File: config.mk
export PLATFORM = sky130hd
export DESIGN_NAME = vga_timing_gen_flat
export DESIGN_NICKNAME = d
export VERILOG_FILES = /design/src/rtl/vga_timing_gen_if.sv /design/src/rtl/vga_timing_gen.sv /design/src/flat_wrapper.sv
export SDC_FILE = /design/constraint.sdc
export NUM_CORES = 1
export LEC_CHECK = 0
export CORE_UTILIZATION = 51
export DETAILED_ROUTE_END_ITERATION = 8
export HOLD_SLACK_MARGIN = 0.1
export PLACE_DENSITY_LB_ADDON = 0.1
export SYNTH_ARGS = -nofsm -noshare
export SYNTH_HDL_FRONTEND = slang
export SYNTH_SLANG_ARGS = --single-unit
File: constraint.sdc
create_clock -name clk -period 2.54 [get_ports clk]
set_input_delay 0.508 -clock clk [delete_from_list [all_inputs] [get_ports clk]]
set_output_delay 0.508 -clock clk [all_outputs]
set_load 0.05 [all_outputs]
File: src/rtl/vga_timing_gen_if.sv
// Video timing bundle driven by the raster generator: sync levels,
// active-video flag, pixel coordinates and line/frame strobes.
interface vga_timing_gen_if #(
    parameter int unsigned XW = 10,
    parameter int unsigned YW = 10
);
    logic          o_hsync;
    logic          o_vsync;
    logic          o_active;
    logic [XW-1:0] o_x;
    logic [YW-1:0] o_y;
    logic          o_line_start;
    logic          o_frame_start;

    modport master (
        output o_hsync, o_vsync, o_active, o_x, o_y, o_line_start, o_frame_start
    );

    modport slave (
        input o_hsync, o_vsync, o_active, o_x, o_y, o_line_start, o_frame_start
    );
endinterface

File: src/rtl/vga_timing_gen.sv
// Parametrised VGA raster timing generator. Joint h/v counters advance on the
// pixel enable; every output is registered and decoded from the counters'
// next values so outputs describe the position held after each edge.
module vga_timing_gen #(
    parameter int unsigned H_VISIBLE = 640,
    parameter int unsigned H_FRONT   = 16,
    parameter int unsigned H_SYNC    = 96,
    parameter int unsigned H_BACK    = 48,
    parameter int unsigned V_VISIBLE = 480,
    parameter int unsigned V_FRONT   = 10,
    parameter int unsigned V_SYNC    = 2,
    parameter int unsigned V_BACK    = 33,
    parameter bit          HS_POL    = 1'b1,
    parameter bit          VS_POL    = 1'b1,
    parameter int unsigned XW        = 10,
    parameter int unsigned YW        = 10
) (
    input  logic             clk,
    input  logic             i_sclr,
    input  logic             i_px_clk,
    vga_timing_gen_if.master vid
);
    localparam int unsigned H_TOTAL = H_SYNC + H_BACK + H_VISIBLE + H_FRONT;
    localparam int unsigned V_TOTAL = V_SYNC + V_BACK + V_VISIBLE + V_FRONT;
    localparam int unsigned HW      = $clog2(H_TOTAL);
    localparam int unsigned VW      = $clog2(V_TOTAL);
    localparam int unsigned H_ACT0  = H_SYNC + H_BACK;
    localparam int unsigned H_ACT1  = H_ACT0 + H_VISIBLE;
    localparam int unsigned V_ACT0  = V_SYNC + V_BACK;
    localparam int unsigned V_ACT1  = V_ACT0 + V_VISIBLE;

    logic [HW-1:0] r_h;
    logic [VW-1:0] r_v;
    logic [HW-1:0] w_h_nxt;
    logic [VW-1:0] w_v_nxt;
    logic          w_h_wrap;
    logic          w_v_wrap;
    logic [31:0]   w_hc;
    logic [31:0]   w_vc;
    logic          w_hs;
    logic          w_vs;
    logic          w_act;
    logic [XW-1:0] w_x;
    logic [YW-1:0] w_y;

    logic          r_hsync;
    logic          r_vsync;
    logic          r_active;
    logic [XW-1:0] r_x;
    logic [YW-1:0] r_y;
    logic          r_line_start;
    logic          r_frame_start;

    // Next counter position assuming the pixel enable is asserted
    always_comb begin
        w_h_wrap = (r_h == HW'(H_TOTAL - 1));
        w_v_wrap = (r_v == VW'(V_TOTAL - 1));
        w_h_nxt  = w_h_wrap ? '0 : r_h + 1'b1;
        w_v_nxt  = r_v;
        if (w_h_wrap) begin
            w_v_nxt = w_v_wrap ? '0 : r_v + 1'b1;
        end
    end

    // Region decode of the next position
    always_comb begin
        w_hc  = 32'(w_h_nxt);
        w_vc  = 32'(w_v_nxt);
        w_hs  = (w_hc < H_SYNC) ? HS_POL : ~HS_POL;
        w_vs  = (w_vc < V_SYNC) ? VS_POL : ~VS_POL;
        w_act = (w_hc >= H_ACT0) && (w_hc < H_ACT1) &&
                (w_vc >= V_ACT0) && (w_vc < V_ACT1);
        w_x   = '0;
        w_y   = '0;
        if (w_act) begin
            w_x = XW'(w_hc - H_ACT0);
            w_y = YW'(w_vc - V_ACT0);
        end
    end

    // Counter and output registers; strobes default low, levels hold when idle
    always_ff @(posedge clk) begin
        if (i_sclr) begin
            r_h           <= '0;
            r_v           <= '0;
            r_hsync       <= HS_POL;
            r_vsync       <= VS_POL;
            r_active      <= 1'b0;
            r_x           <= '0;
            r_y           <= '0;
            r_line_start  <= 1'b0;
            r_frame_start <= 1'b0;
        end else begin
            r_line_start  <= 1'b0;
            r_frame_start <= 1'b0;
            if (i_px_clk) begin
                r_h           <= w_h_nxt;
                r_v           <= w_v_nxt;
                r_hsync       <= w_hs;
                r_vsync       <= w_vs;
                r_active      <= w_act;
                r_x           <= w_x;
                r_y           <= w_y;
                r_line_start  <= w_h_wrap;
                r_frame_start <= w_h_wrap & w_v_wrap;
            end
        end
    end

    assign vid.o_hsync       = r_hsync;
    assign vid.o_vsync       = r_vsync;
    assign vid.o_active      = r_active;
    assign vid.o_x           = r_x;
    assign vid.o_y           = r_y;
    assign vid.o_line_start  = r_line_start;
    assign vid.o_frame_start = r_frame_start;
endmodule

File: src/flat_wrapper.sv
// flat-port wrapper written by rule: the top's interface ports become plain ports
module vga_timing_gen_flat 
#(
    parameter int unsigned H_VISIBLE = 640,
    parameter int unsigned H_FRONT   = 16,
    parameter int unsigned H_SYNC    = 96,
    parameter int unsigned H_BACK    = 48,
    parameter int unsigned V_VISIBLE = 480,
    parameter int unsigned V_FRONT   = 10,
    parameter int unsigned V_SYNC    = 2,
    parameter int unsigned V_BACK    = 33,
    parameter bit          HS_POL    = 1'b1,
    parameter bit          VS_POL    = 1'b1,
    parameter int unsigned XW        = 10,
    parameter int unsigned YW        = 10
)
  (clk, i_sclr, i_px_clk, vid_o_hsync, vid_o_vsync, vid_o_active, vid_o_x, vid_o_y, vid_o_line_start, vid_o_frame_start);
  vga_timing_gen_if #(.XW(XW), .YW(YW)) vid_i ();
  input  logic clk;
  input  logic i_sclr;
  input  logic i_px_clk;
  output wire logic [$bits(vid_i.o_hsync)-1:0] vid_o_hsync;
  output wire logic [$bits(vid_i.o_vsync)-1:0] vid_o_vsync;
  output wire logic [$bits(vid_i.o_active)-1:0] vid_o_active;
  output wire logic [$bits(vid_i.o_x)-1:0] vid_o_x;
  output wire logic [$bits(vid_i.o_y)-1:0] vid_o_y;
  output wire logic [$bits(vid_i.o_line_start)-1:0] vid_o_line_start;
  output wire logic [$bits(vid_i.o_frame_start)-1:0] vid_o_frame_start;
  assign vid_o_hsync = vid_i.o_hsync;
  assign vid_o_vsync = vid_i.o_vsync;
  assign vid_o_active = vid_i.o_active;
  assign vid_o_x = vid_i.o_x;
  assign vid_o_y = vid_i.o_y;
  assign vid_o_line_start = vid_i.o_line_start;
  assign vid_o_frame_start = vid_i.o_frame_start;
  vga_timing_gen #(.H_VISIBLE(H_VISIBLE), .H_FRONT(H_FRONT), .H_SYNC(H_SYNC), .H_BACK(H_BACK), .V_VISIBLE(V_VISIBLE), .V_FRONT(V_FRONT), .V_SYNC(V_SYNC), .V_BACK(V_BACK), .HS_POL(HS_POL), .VS_POL(VS_POL), .XW(XW), .YW(YW)) u_core (.clk(clk), .i_sclr(i_sclr), .i_px_clk(i_px_clk), .vid(vid_i));
endmodule
==> flow_metrics.tcl <==
set metrics [dict create \
    power_uw 1550 \
    synth_cell_types 57 \
    die_h_um 73.9 \
    drc 0 \
    io_buffers 27 \
    synth_enable_flop_cells 0 \
    grt_pass1_wl_um 11700 \
    ys_ff_latch 45 \
    max_slew_margin 0.206 \
    synthArstFlopShare 0 \
    rows 25 \
    ff2ff_setup_slack_ns -0.05 \
    internal_power_uw 1080 \
    grt_pass1_vias 2464 \
    min_period_over_period 1.02 \
    cts_max_level 2 \
    grt_overflow 0 \
    core-area_um2 4850 \
    critPathLaunchType "flip-flop" \
    cp_max_fo 7 \
    num-fill-cells 371 \
    routabilityCongestion 0.950 \
    fin_util 0.754 \
    tns_ns -0.282 \
    cts_tree "done" \
    fin_ws_ns -0.0507 \
    min_path_type "reg2reg" \
    power.switching_uw 474 \
    num_vias 2639 \
    violations "negative setup slack" \
    ios 28 \
    fmax_ghz 0.386 \
    dpl.hpwl_um 5290 \
    area_delta_synth_final_pct 38.7 \
    crit_arrival_ns 2.79 \
    path_class "reg2reg" \
    grt_max_degree 31 \
    rsz0062_at_grt "yes" \
    status "complete, but fails checks" \
    layout_commonest_cell "buf_4" \
    min_path_cells 2 \
    min_from "u_core.vid.o_y[0]" \
    finalMaxSlewViolations 0 \
    clkPwrFrac 0.281 \
    die_w_um 73.9 \
    vdd_drop_max_mv 0.244 \
    start_util 0.543 \
    syn_area_um2 2640 \
    drtIter0Drc 194 \
    combPwrFrac 0.232 \
    r2r-start "u_core.r_h[6]" \
    clk_latency_ns 0.30 \
    finalNetCount 402 \
    whs_endpoint "u_core.vid.o_y[0]" \
    crit_required_ns 2.74 \
    avgSynthCellArea_um2 8.47 \
    hold_buffers 0 \
    antenna_cells 0 \
    viasPerCell 5.72 \
    antenna_found_initial 0 \
    track_usage 0.282 \
    clk_path_buf_depth 2 \
    dr.pass1.iters 5 \
    tightest_slew_ns 1.19 \
    routedWlPerCell_um 15.8 \
    dieArea_um2 5460 \
    r2r_cells 10 \
    ys.flop_type "dfxtp_1" \
    crit-reg2reg-capture "u_core.vid.o_x[1]" \
    yosysWarningCount 0 \
    power_density_nw_per_um2 424 \
    p_sw_frac 0.305 \
    cts_buffers 5 \
    post-place-cells 448 \
    p_leak_uw 0.00139 \
    hold_viol 0 \
    clkTransAtPathRegs_ns 0.09 \
    syn-num-nets 320 \
    final_cell_mix "buf_4, dfxtp_1, nor2_1" \
    drv_cap 0 \
    setup_viol 11 \
    syn_inst 311 \
    endpoint_kind "flip-flop" \
    root_buffer "clkbuf_8" \
    final_antenna_net_count 0 \
    cts_sinks 45 \
    routed_wl_um 7270 \
    clock_skew_ns 0.00608 \
    finalCriticalPeriod_ns 2.59 \
    drive_gt1_frac 0.287 \
    final_cell_count_no_fill 461 \
    pwr-share-seq 0.487 \
    ys_seq_area_frac 0.342 \
]
## through the flow
stage	hold WS (ns)	setup WS, ns	area, µm²
after floorplan	0.520	-0.0915	2710
after global placement	0.430	-0.0168	3450
after detailed placement	0.436	-0.0782	3450
after CTS	0.463	-0.00985	3590
after global routing	0.477	-0.130	3650
final	0.460	-0.0507	3650
## metal layers
| metal | part of all wire | track usage | vias up | routed length (µm) |
|---|---|---|---|---|
| li1 | - | - | 1308 | - |
| met1 | 0.46 | 0.376 | 1204 | 3330 |
| met2 | 0.45 | 0.435 | 105 | 3300 |
| met3 | 0.066 | 0.0727 | 22 | 478 |
| met4 | 0.022 | 0.105 | 0 | 161 |
| met5 | 0 | 0 | - | 0 |
## worst max-delay path by stage
stage	end	start	cells after the start
after floorplan	u_core.vid.o_x[7]	u_core.r_h[5]	13
after global placement	u_core.vid.o_x[1]	u_core.r_h[1]	10
after detailed placement	u_core.vid.o_x[1]	u_core.r_h[1]	10
after CTS	u_core.vid.o_x[3]	u_core.r_h[5]	9
after global routing	u_core.vid.o_x[1]	u_core.r_h[5]	10
final	u_core.vid.o_x[1]	u_core.r_h[6]	10
## state kept, by name, summed over array words and instances, names as in the netlist
signal,cells
u_core.vid.o_hsync,1
u_core.r_h,10
u_core.vid.o_y,10
u_core.r_v,10
u_core.vid.o_active,1
u_core.vid.o_vsync,1
u_core.vid.o_frame_start,1
u_core.vid.o_x,10
u_core.vid.o_line_start,1
## Yosys cell counts, drive strengths merged, types with 5 or more instances
cell / n / share of area
ha: 6 / 0.028
nor2: 31 / 0.047
nand4: 8 / 0.021
clkbuf: 17 / 0.025
xor2: 15 / 0.050
a21oi: 12 / 0.023
o21ai: 8 / 0.015
and3: 5 / 0.012
nand2: 24 / 0.034
dfxtp: 45 / 0.34
nor4: 8 / 0.026
xnor2: 13 / 0.043
a211oi: 9 / 0.029
o31ai: 6 / 0.017
a22o: 15 / 0.050
buf: 9 / 0.024
nor3: 14 / 0.035
inv: 9 / 0.013
nand3: 16 / 0.032
## worst max-delay path: stages, from the launching register on
cell      delay (ns)
dfxtp_2         0.33
or3_4           0.40
buf_6           0.14
nor4_4          0.33
mux2i_4         0.36
buf_6           0.14
a41oi_4         0.13
o221ai_4        0.24
nor2_4          0.05
buf_6           0.14
a32o_1          0.23
## power by group through the flow
stage	Clock (µW)	Combinational, µW	Sequential, µW
after floorplan	0	160	821
after global placement	0	333	770
after detailed placement	0	338	771
after CTS	443	342	755
after global routing	474	382	759
final	436	360	755
## layout make-up
| type | instances | area (µm²) | share of cell area |
|---|---|---|---|
| clock inverters | 2 | 10.0 | 0.00274 |
| flip-flops and latches | 45 | 905 | 0.248 |
| well taps | 67 | 83.8 | 0.0229 |
| repair buffers | 101 | 837 | 0.229 |
| inverters | 9 | 33.8 | 0.00924 |
| clock buffers | 6 | 72.6 | 0.0199 |
| multi-input cells | 231 | 1710 | 0.469 |
## repair_timing
| action | 4_1_cts | 5_1_grt |
|---|---|---|
| setup endpoints to repair | 20 | 21 |
| pin swaps | 3 | 13 |
| gates resized for setup | 9 | 9 |
| setup buffers | 1 | 4 |
## logic make-up after synthesis
logic type | synth area share
simple gates | 0.254
compound gates | 0.214
flops | 0.342
buf+inv | 0.0617
xor+xnor | 0.0931
fa+ha+maj | 0.0285
mux | 0.00760
No activity file was read; power rests on OpenSTA's default activity.
